## src/rtl/dds_cmd_arb_if.sv

```systemverilog
// Command/handshake bundle between the DDS command arbiter, the sequencer,
// the host and the DDS engine. The arbiter takes the slave view.
interface dds_cmd_arb_if #(
  parameter int unsigned CMDW = 37
);
  logic            wSeqTrig_i;
  logic [3:0]      wSeqBrdIdx_i;
  logic [CMDW-1:0] wSeqCmd_i;
  logic            wSeqRun_i;
  logic            wSeqReady_o;
  logic            wHostReq_i;
  logic [3:0]      wHostBrdIdx_i;
  logic [CMDW-1:0] wHostCmd_i;
  logic            rHostAck_o;
  logic            rHostDone_o;
  logic            rDDSTrig_o;
  logic [3:0]      rDDSBrdIdx_o;
  logic [CMDW-1:0] rDDSCmd_o;
  logic            wDDSBusy_i;
  logic [1:0]      rGnt_o;
  logic            rOvf_o;
  logic            rErr_o;
  logic            wErrClr_i;

  modport slave (
    input  wSeqTrig_i, wSeqBrdIdx_i, wSeqCmd_i, wSeqRun_i,
    input  wHostReq_i, wHostBrdIdx_i, wHostCmd_i,
    input  wDDSBusy_i, wErrClr_i,
    output wSeqReady_o, rHostAck_o, rHostDone_o,
    output rDDSTrig_o, rDDSBrdIdx_o, rDDSCmd_o,
    output rGnt_o, rOvf_o, rErr_o
  );

  modport master (
    output wSeqTrig_i, wSeqBrdIdx_i, wSeqCmd_i, wSeqRun_i,
    output wHostReq_i, wHostBrdIdx_i, wHostCmd_i,
    output wDDSBusy_i, wErrClr_i,
    input  wSeqReady_o, rHostAck_o, rHostDone_o,
    input  rDDSTrig_o, rDDSBrdIdx_o, rDDSCmd_o,
    input  rGnt_o, rOvf_o, rErr_o
  );
endinterface

```

## src/rtl/dds_cmd_arb.sv

```systemverilog
// DDS command arbiter: sequencer (priority, 1-deep pending slot) vs host onto one engine.
// Optional busy-wait watchdog enabled by defining DDS_ARB_WDOG_EN.
module dds_cmd_arb #(
  parameter int unsigned TIMEOUT = 4096,
  parameter int unsigned CMDW    = 37
) (
  input  logic         wClk_i,
  input  logic         wResetN_i,
  dds_cmd_arb_if.slave bus
);
  typedef enum logic [1:0] {S_IDLE, S_WAITB, S_BUSY, S_DONE} state_t;

  localparam logic [1:0] GNT_NONE = 2'b00;
  localparam logic [1:0] GNT_SEQ  = 2'b01;
  localparam logic [1:0] GNT_HOST = 2'b10;

  if (TIMEOUT < 1 || TIMEOUT > 65536) begin : g_timeout_range
    $error("dds_cmd_arb: TIMEOUT must lie in 1..65536");
  end

  state_t          state_reg, state_next;
  logic            pend_valid_reg, pend_valid_next;
  logic [3:0]      pend_brd_reg, pend_brd_next;
  logic [CMDW-1:0] pend_cmd_reg, pend_cmd_next;
  logic            trig_reg, trig_next;
  logic            ack_reg, ack_next;
  logic            done_reg, done_next;
  logic [1:0]      gnt_reg, gnt_next;
  logic [3:0]      brd_reg, brd_next;
  logic [CMDW-1:0] cmd_reg, cmd_next;
  logic            ovf_reg, ovf_next;
  logic            err_reg, err_next;
  logic            ovf_set;
  logic            seq_avail, host_go, seq_grant, host_grant, timeout;

  // A strobe arriving in idle is issued directly so the engine sees it one cycle later.
  assign seq_avail  = pend_valid_reg | bus.wSeqTrig_i;
  assign host_go    = bus.wHostReq_i & ~bus.wSeqRun_i;
  assign seq_grant  = (state_reg == S_IDLE) & seq_avail;
  assign host_grant = (state_reg == S_IDLE) & ~seq_avail & host_go;

`ifdef DDS_ARB_WDOG_EN
  localparam logic [15:0] WDOG_LAST = 16'(TIMEOUT - 1);
  logic [15:0] wdog_reg, wdog_next;
  logic        waiting;

  assign waiting   = (state_reg == S_WAITB) | (state_reg == S_BUSY);
  assign timeout   = waiting & (wdog_reg == WDOG_LAST);
  assign wdog_next = (state_next != state_reg) ? 16'd0 :
                     waiting ? wdog_reg + 16'd1 : wdog_reg;
`else
  assign timeout = 1'b0;
`endif

  always_ff @(posedge wClk_i) begin
    if (!wResetN_i) begin
      state_reg      <= S_IDLE;
      pend_valid_reg <= 1'b0;
      pend_brd_reg   <= '0;
      pend_cmd_reg   <= '0;
      trig_reg       <= 1'b0;
      ack_reg        <= 1'b0;
      done_reg       <= 1'b0;
      gnt_reg        <= GNT_NONE;
      brd_reg        <= '0;
      cmd_reg        <= '0;
      ovf_reg        <= 1'b0;
      err_reg        <= 1'b0;
`ifdef DDS_ARB_WDOG_EN
      wdog_reg       <= '0;
`endif
    end else begin
      state_reg      <= state_next;
      pend_valid_reg <= pend_valid_next;
      pend_brd_reg   <= pend_brd_next;
      pend_cmd_reg   <= pend_cmd_next;
      trig_reg       <= trig_next;
      ack_reg        <= ack_next;
      done_reg       <= done_next;
      gnt_reg        <= gnt_next;
      brd_reg        <= brd_next;
      cmd_reg        <= cmd_next;
      ovf_reg        <= ovf_next;
      err_reg        <= err_next;
`ifdef DDS_ARB_WDOG_EN
      wdog_reg       <= wdog_next;
`endif
    end
  end

  always_comb begin
    state_next = state_reg;
    case (state_reg)
      S_IDLE:  if (seq_avail || host_go) state_next = S_WAITB;
      S_WAITB: begin
        if (timeout)             state_next = S_DONE;
        else if (bus.wDDSBusy_i) state_next = S_BUSY;
      end
      S_BUSY:  if (timeout || !bus.wDDSBusy_i) state_next = S_DONE;
      S_DONE:  state_next = S_IDLE;
      default: state_next = S_IDLE;
    endcase
  end

  always_comb begin
    pend_valid_next = pend_valid_reg;
    pend_brd_next   = pend_brd_reg;
    pend_cmd_next   = pend_cmd_reg;
    trig_next       = 1'b0;
    ack_next        = 1'b0;
    done_next       = 1'b0;
    gnt_next        = gnt_reg;
    brd_next        = brd_reg;
    cmd_next        = cmd_reg;
    ovf_set         = 1'b0;

    if (seq_grant) begin
      trig_next = 1'b1;
      gnt_next  = GNT_SEQ;
      if (pend_valid_reg) begin
        brd_next        = pend_brd_reg;
        cmd_next        = pend_cmd_reg;
        pend_valid_next = 1'b0;
      end else begin
        brd_next = bus.wSeqBrdIdx_i;
        cmd_next = bus.wSeqCmd_i;
      end
    end else if (host_grant) begin
      trig_next = 1'b1;
      ack_next  = 1'b1;
      gnt_next  = GNT_HOST;
      brd_next  = bus.wHostBrdIdx_i;
      cmd_next  = bus.wHostCmd_i;
    end

    if (state_reg == S_DONE) begin
      done_next = (gnt_reg == GNT_HOST);
      gnt_next  = GNT_NONE;
    end

    // Strobes not taken by the idle bypass fill the slot, or are lost if it is occupied.
    if (bus.wSeqTrig_i && !(seq_grant && !pend_valid_reg)) begin
      if (pend_valid_reg) begin
        ovf_set = 1'b1;
      end else begin
        pend_valid_next = 1'b1;
        pend_brd_next   = bus.wSeqBrdIdx_i;
        pend_cmd_next   = bus.wSeqCmd_i;
      end
    end

    ovf_next = ovf_set | (ovf_reg & ~bus.wErrClr_i);
    err_next = timeout | (err_reg & ~bus.wErrClr_i);
  end

  assign bus.wSeqReady_o  = ~(pend_valid_reg | (gnt_reg == GNT_SEQ));
  assign bus.rHostAck_o   = ack_reg;
  assign bus.rHostDone_o  = done_reg;
  assign bus.rDDSTrig_o   = trig_reg;
  assign bus.rDDSBrdIdx_o = brd_reg;
  assign bus.rDDSCmd_o    = cmd_reg;
  assign bus.rGnt_o       = gnt_reg;
  assign bus.rOvf_o       = ovf_reg;
  assign bus.rErr_o       = err_reg;
endmodule
```

## src/flat_wrapper.sv

```systemverilog
// flat-port wrapper written by rule: the top's interface ports become plain ports
module dds_cmd_arb_flat 
#(
  parameter int unsigned TIMEOUT = 4096,
  parameter int unsigned CMDW    = 37
)
  (wClk_i, wResetN_i, bus_wSeqTrig_i, bus_wSeqBrdIdx_i, bus_wSeqCmd_i, bus_wSeqRun_i, bus_wHostReq_i, bus_wHostBrdIdx_i, bus_wHostCmd_i, bus_wDDSBusy_i, bus_wErrClr_i, bus_wSeqReady_o, bus_rHostAck_o, bus_rHostDone_o, bus_rDDSTrig_o, bus_rDDSBrdIdx_o, bus_rDDSCmd_o, bus_rGnt_o, bus_rOvf_o, bus_rErr_o);
  dds_cmd_arb_if #(.CMDW(CMDW)) bus_i ();
  input  logic wClk_i;
  input  logic wResetN_i;
  input wire logic [$bits(bus_i.wSeqTrig_i)-1:0] bus_wSeqTrig_i;
  input wire logic [$bits(bus_i.wSeqBrdIdx_i)-1:0] bus_wSeqBrdIdx_i;
  input wire logic [$bits(bus_i.wSeqCmd_i)-1:0] bus_wSeqCmd_i;
  input wire logic [$bits(bus_i.wSeqRun_i)-1:0] bus_wSeqRun_i;
  input wire logic [$bits(bus_i.wHostReq_i)-1:0] bus_wHostReq_i;
  input wire logic [$bits(bus_i.wHostBrdIdx_i)-1:0] bus_wHostBrdIdx_i;
  input wire logic [$bits(bus_i.wHostCmd_i)-1:0] bus_wHostCmd_i;
  input wire logic [$bits(bus_i.wDDSBusy_i)-1:0] bus_wDDSBusy_i;
  input wire logic [$bits(bus_i.wErrClr_i)-1:0] bus_wErrClr_i;
  output wire logic [$bits(bus_i.wSeqReady_o)-1:0] bus_wSeqReady_o;
  output wire logic [$bits(bus_i.rHostAck_o)-1:0] bus_rHostAck_o;
  output wire logic [$bits(bus_i.rHostDone_o)-1:0] bus_rHostDone_o;
  output wire logic [$bits(bus_i.rDDSTrig_o)-1:0] bus_rDDSTrig_o;
  output wire logic [$bits(bus_i.rDDSBrdIdx_o)-1:0] bus_rDDSBrdIdx_o;
  output wire logic [$bits(bus_i.rDDSCmd_o)-1:0] bus_rDDSCmd_o;
  output wire logic [$bits(bus_i.rGnt_o)-1:0] bus_rGnt_o;
  output wire logic [$bits(bus_i.rOvf_o)-1:0] bus_rOvf_o;
  output wire logic [$bits(bus_i.rErr_o)-1:0] bus_rErr_o;
  assign bus_i.wSeqTrig_i = bus_wSeqTrig_i;
  assign bus_i.wSeqBrdIdx_i = bus_wSeqBrdIdx_i;
  assign bus_i.wSeqCmd_i = bus_wSeqCmd_i;
  assign bus_i.wSeqRun_i = bus_wSeqRun_i;
  assign bus_i.wHostReq_i = bus_wHostReq_i;
  assign bus_i.wHostBrdIdx_i = bus_wHostBrdIdx_i;
  assign bus_i.wHostCmd_i = bus_wHostCmd_i;
  assign bus_i.wDDSBusy_i = bus_wDDSBusy_i;
  assign bus_i.wErrClr_i = bus_wErrClr_i;
  assign bus_wSeqReady_o = bus_i.wSeqReady_o;
  assign bus_rHostAck_o = bus_i.rHostAck_o;
  assign bus_rHostDone_o = bus_i.rHostDone_o;
  assign bus_rDDSTrig_o = bus_i.rDDSTrig_o;
  assign bus_rDDSBrdIdx_o = bus_i.rDDSBrdIdx_o;
  assign bus_rDDSCmd_o = bus_i.rDDSCmd_o;
  assign bus_rGnt_o = bus_i.rGnt_o;
  assign bus_rOvf_o = bus_i.rOvf_o;
  assign bus_rErr_o = bus_i.rErr_o;
  dds_cmd_arb #(.TIMEOUT(TIMEOUT), .CMDW(CMDW)) u_core (.wClk_i(wClk_i), .wResetN_i(wResetN_i), .bus(bus_i));
endmodule
```

## config.mk

```make
export PLATFORM = sky130hd
export DESIGN_NAME = dds_cmd_arb_flat
export DESIGN_NICKNAME = d
export VERILOG_FILES = /design/src/rtl/dds_cmd_arb_if.sv /design/src/rtl/dds_cmd_arb.sv /design/src/flat_wrapper.sv
export SDC_FILE = /design/constraint.sdc
export NUM_CORES = 1
export LEC_CHECK = 0
export ABC_AREA = 1
export CAP_MARGIN = 30
export CORE_ASPECT_RATIO = 1.2
export CORE_MARGIN = 1
export CORE_UTILIZATION = 35
export CTS_BUF_LIST = sky130_fd_sc_hd__clkbuf_4 sky130_fd_sc_hd__clkbuf_8
export CTS_CLUSTER_DIAMETER = 120
export CTS_CLUSTER_SIZE = 14
export DETAILED_ROUTE_END_ITERATION = 10
export PLACE_DENSITY = 0.72
export SLEW_MARGIN = 0
export SYNTH_ARGS = -nofsm -noshare
export SYNTH_HDL_FRONTEND = slang
export SYNTH_SLANG_ARGS = --single-unit
```

## constraint.sdc

```tcl
create_clock -name wClk_i -period 2.7 [get_ports wClk_i]
set_input_delay 0.54 -clock wClk_i [delete_from_list [all_inputs] [get_ports wClk_i]]
set_output_delay 0.54 -clock wClk_i [all_outputs]
set_load 0.05 [all_outputs]
```

== Word-level counts from Yosys, hierarchy flattened ==
Cells that the tools add are included.

* Output and inout bits: 49
* Logic and storage cells: 66
* Input port bits: 89
* Register bits: 92

* Bitwise operators: 14
* Mux-type cells: 19
* Reduce and logical (&&, ||, !) cells: 12
* Eq/ne operators: 8

{| class="wikitable"
|+ Operator list
! operator !! number
|-
| 37-bit two-way mux || 3
|-
| 4-bit two-way mux || 3
|-
| 1-bit two-way mux || 9
|-
| 2-bit case mux with 4 select lines || 1
|-
| 1-bit AND || 6
|-
| 2-bit == test, second input constant || 3
|-
| 2-bit two-way mux || 3
|-
| 2-bit inequality test, second input constant || 3
|-
| 1-bit inverter || 5
|-
| 2-bit by 1-bit == test with 1-bit output, second input constant || 2
|-
| 2-bit OR reduction || 2
|-
| 1-bit OR || 3
|-
| 3-bit AND reduction || 1
|-
| 3-bit OR reduction || 1
|-
| 1-bit logical AND || 2
|-
| 1-bit logical NOT || 2
|-
| 2-bit logical NOT || 1
|-
| 2-bit AND reduction || 1
|-
| 2-bit nonzero test || 1
|-
| 1-bit logical OR || 1
|}

== Logic depth before layout (Yosys ltp) ==
* Depth in word-level cells: 7
* Gate-level depth with buffers: 8
* Depth with buffers taken out: 8

== Least setup slack after synthesis ==
Ideal clock, no wire load.

* Kind: register -> output
* From: register u_core.gnt_reg[1] (netlist: u_core.bus.rGnt_o[1])
* To: output bus_wSeqReady_o
* Arrival time: 1528 ps
* Setup slack: 632 ps
* Cell stages (with the launch flop): 3
* Path through: dfxtp_1 inv_1 a21oi_1

* Cells in the longest elaborated chain, start to end: 3

{| class="wikitable"
|+ Ends and longest elaborated chain
! element !! RTL line !! RTL
|-
| start: declaration || dds_cmd_arb.sv:28 || <nowiki>logic [1:0] gnt_reg, gnt_next;</nowiki>
|-
| start signal: assignment || dds_cmd_arb.sv:80 || <nowiki>gnt_reg <= gnt_next;</nowiki>
|-
| 2-bit by 1-bit == test with 1-bit output || dds_cmd_arb.sv:156 || <nowiki>assign bus.wSeqReady_o = ~(pend_valid_reg | (gnt_reg == GNT_SEQ));</nowiki>
|-
| 1-bit OR || dds_cmd_arb.sv:156 ||
|-
| 1-bit inverter || dds_cmd_arb.sv:156 ||
|-
| end: declaration || flat_wrapper.sv:20 || <nowiki>output wire logic [$bits(bus_i.wSeqReady_o)-1:0] bus_wSeqReady_o;</nowiki>
|}

No other way between the ends.

== Worst setup path after layout ==
Ends and elaborated chain as after synthesis.

==> results.md <==
- Outcome: finished, final reports clean
- Most common cell after layout, fill and taps aside: nand2_1
- Global route overflow: 0
- GR Util All Layers: 0.201
- Mapped Area: about 0.0045 mm²
- I/O Buffers: between 100 and 150
- Layout cells sized above 1: 0.0496
- Initial drt markers: 220
- Sw Pwr: about 3.1 mW
- Sequential share of power: 0.300
- Pre-CTS setup slack: between 0.2 and 0.3 ns
- Internal: around 3.7 mW
- Core area: 0.0123 mm²
- Setup TNS: 0 ns
- Die area: roughly 0.013 mm²
- Total CTS buffers: 9
- Combinational Power Share: 0.525
- Row count: 44
- Die width: ~110 µm
- Most frequent cells in the layout: nand2_1 (181), clkdlybuf4s50_1 (136), inv_1 (93), dfxtp_1 (91), nor2_1 (88)
- Number of diodes: 0
- Reg-to-Reg Start: u_core.state_reg[0]$_SDFFE_PN0P_
- Root Buffer: clkbuf_8
- Synth warnings: 0
- CTS tree: built
- Clock-pin slew on the worst setup and hold paths: around 0.090 ns
- Vias per Instance: around 4.7
- Synth Instances: roughly 690
- CTS H-tree lvls: 3
- Initial antenna violation count: 0
- Min-delay worst type: reg2reg
- Max Slew Vio Count: 0
- CP Data Required Time: 2.16 ns
- Peak VDD IR: 554 µV
- Start point of the critical path: u_core.bus.rGnt_o[1]$_SDFFE_PP0P_
- Yosys cell types: 21
- Mapped Avg Cell Area: between 6 and 7 µm²
- CP Class: reg2out
- Clock Skew: slightly below 0.01 ns
- Number of global-route vias before repair: 4280
- Hold Buf Count CTS: 0
- Clock Latency Late Sink: around 0.36 ns
- Clk buf depth: 2
- Top FF cell, synth: dfxtp_1
- Hold path start: u_core.bus.rErr_o$_SDFF_PN0_
- Mapped Nets: around 780
- First-pass GRT wire length: approximately 21 mm
- RSZ-0062 raised after global routing: no
- Cts repair resizes: 0
- # Max-Cap Violations: 0
- Period Utilization, post-route: 0.848
- Placed Cells: 953
- Slew headroom: 0.524
- DRT antenna net count: 0
- CP endpoint kind: output port
- Post-route insts no fill: a little under 1000
- Final setup fails: 0
- Ports: ~140
- FMAX: between 400 and 500 MHz
- Tmin final: 2.29 ns
- Critical Path AT: 1.75 ns
- WL final: ~13 mm
- DRC Markers: 0
- Clock sinks: 92
- Die H: approximately 130 µm
- Leak pwr: ~2.6 nW
- Slew @ Worst Pin: just over 0.7 ns
- Layout area overhead: 38.5%
- Fraction of registers with async set/reset: 0
- Post-CTS Repair Setup Buffers: 0
- Final hold viol count: 0
- Drt first pass iters: 5
- Largest net degree at the start of global routing: a little over 80
- Pwr Total: slightly below 7 mW
- #FFs+latches synth: around 90
- Detailed Place HPWL: just under 9 mm
- Initial core utilization: 0.364
- P per Cell Area: approximately 1100 mW/mm²
- Final net count: around 900
- Largest fanout on the critical path: 3
- GPL Wtd Cong: approximately 0.8
- EDFF count, synth: 0
- Via count: approximately 4600
- Startpoint types: flip-flop
- Wire per inst: ~13 µm
- Sw Ratio: 0.456
- Worst Setup Slack, final: 0.409 ns
- Finished Core Util: 0.504
- Register area share after synthesis: 0.412
- Clock power frac: 0.174
kinds of logic (layout without fill, tap and decap cells):
family                     Yosys count  after routing  synth area share
AOI/OAI and AO/OA                   92             92             0.106
adders and majority gates            4              4            0.0112
buffers and inverters              142            261             0.133
DFF                                 92             92             0.412
and+or+nand+nor                    358            358             0.338
area by class of cell:
cell class / count / area, µm²
clock buffers: 10 / 131
clock inverters: 5 / 125
fillers: 1246 / 6090
inverters: 95 / 357
multi-input cells: 454 / 2060
flip-flops and latches: 92 / 1840
well taps: 161 / 201
repair buffers: 151 / 1470
power by group through the flow:
| stage | Clock, mW | Combinational (mW) | Sequential [mW] |
|---|---|---|---|
| 4_1_cts | 1.23 | 3.64 | 2.07 |
| 3_3_place_gp | 0 | 3.59 | 2.09 |
| 2_1_floorplan | 0 | 1.70 | 2.95 |
| 3_5_place_dp | 0 | 3.63 | 2.09 |
| 6_report | 1.20 | 3.61 | 2.07 |
| 5_1_grt | 1.28 | 3.99 | 2.12 |
stage by stage:
| stage | instance area, µm² | hold slack, ns |
|---|---|---|
| finish | 6190 | 0.445 |
| global route | 6190 | 0.459 |
| CTS | 6190 | 0.445 |
| detailed placement | 5930 | 0.425 |
| global placement | 5930 | 0.430 |
| floorplan | 4470 | 0.426 |
routing by layer:
| metal | routed length, µm | track usage |
|---|---|---|
| met1 | 5860 | 0.261 |
| met2 | 5970 | 0.333 |
| met3 | 658 | 0.0404 |
| met4 | 203 | 0.0704 |
| met5 | 0 | 0 |
final timing paths:
path	endpoint	slack, ns	cells after the start
setup reg to reg	u_core.pend_cmd_reg[36]$_SDFFE_PN0P_	0.63	6
hold reg to reg	u_core.bus.rErr_o$_SDFF_PN0_	0.45	2
hold / removal	u_core.bus.rErr_o$_SDFF_PN0_	0.45	2
setup / recovery	bus_wSeqReady_o	0.41	3
critical path, cell delays in order (launching register included):
cell and delay [ns]:
dfxtp_1 0.34, inv_1 0.07, a21oi_1 0.13, clkdlybuf4s50_1 0.86
cell usage after synthesis (4+ instances only):
cell type | instances | area share
inv_1 | 93 | 0.078
buf_2 | 18 | 0.020
nand4_1 | 40 | 0.056
nand2_1 | 181 | 0.15
buf_1 | 5 | 0.0042
nand3_1 | 43 | 0.048
nor2_1 | 89 | 0.075
buf_6 | 4 | 0.010
ha_1 | 4 | 0.011
clkbuf_1 | 18 | 0.015
a21oi_1 | 46 | 0.052
o21ai_0 | 42 | 0.047
dfxtp_1 | 92 | 0.41
Power figures use the tool's default switching activity.
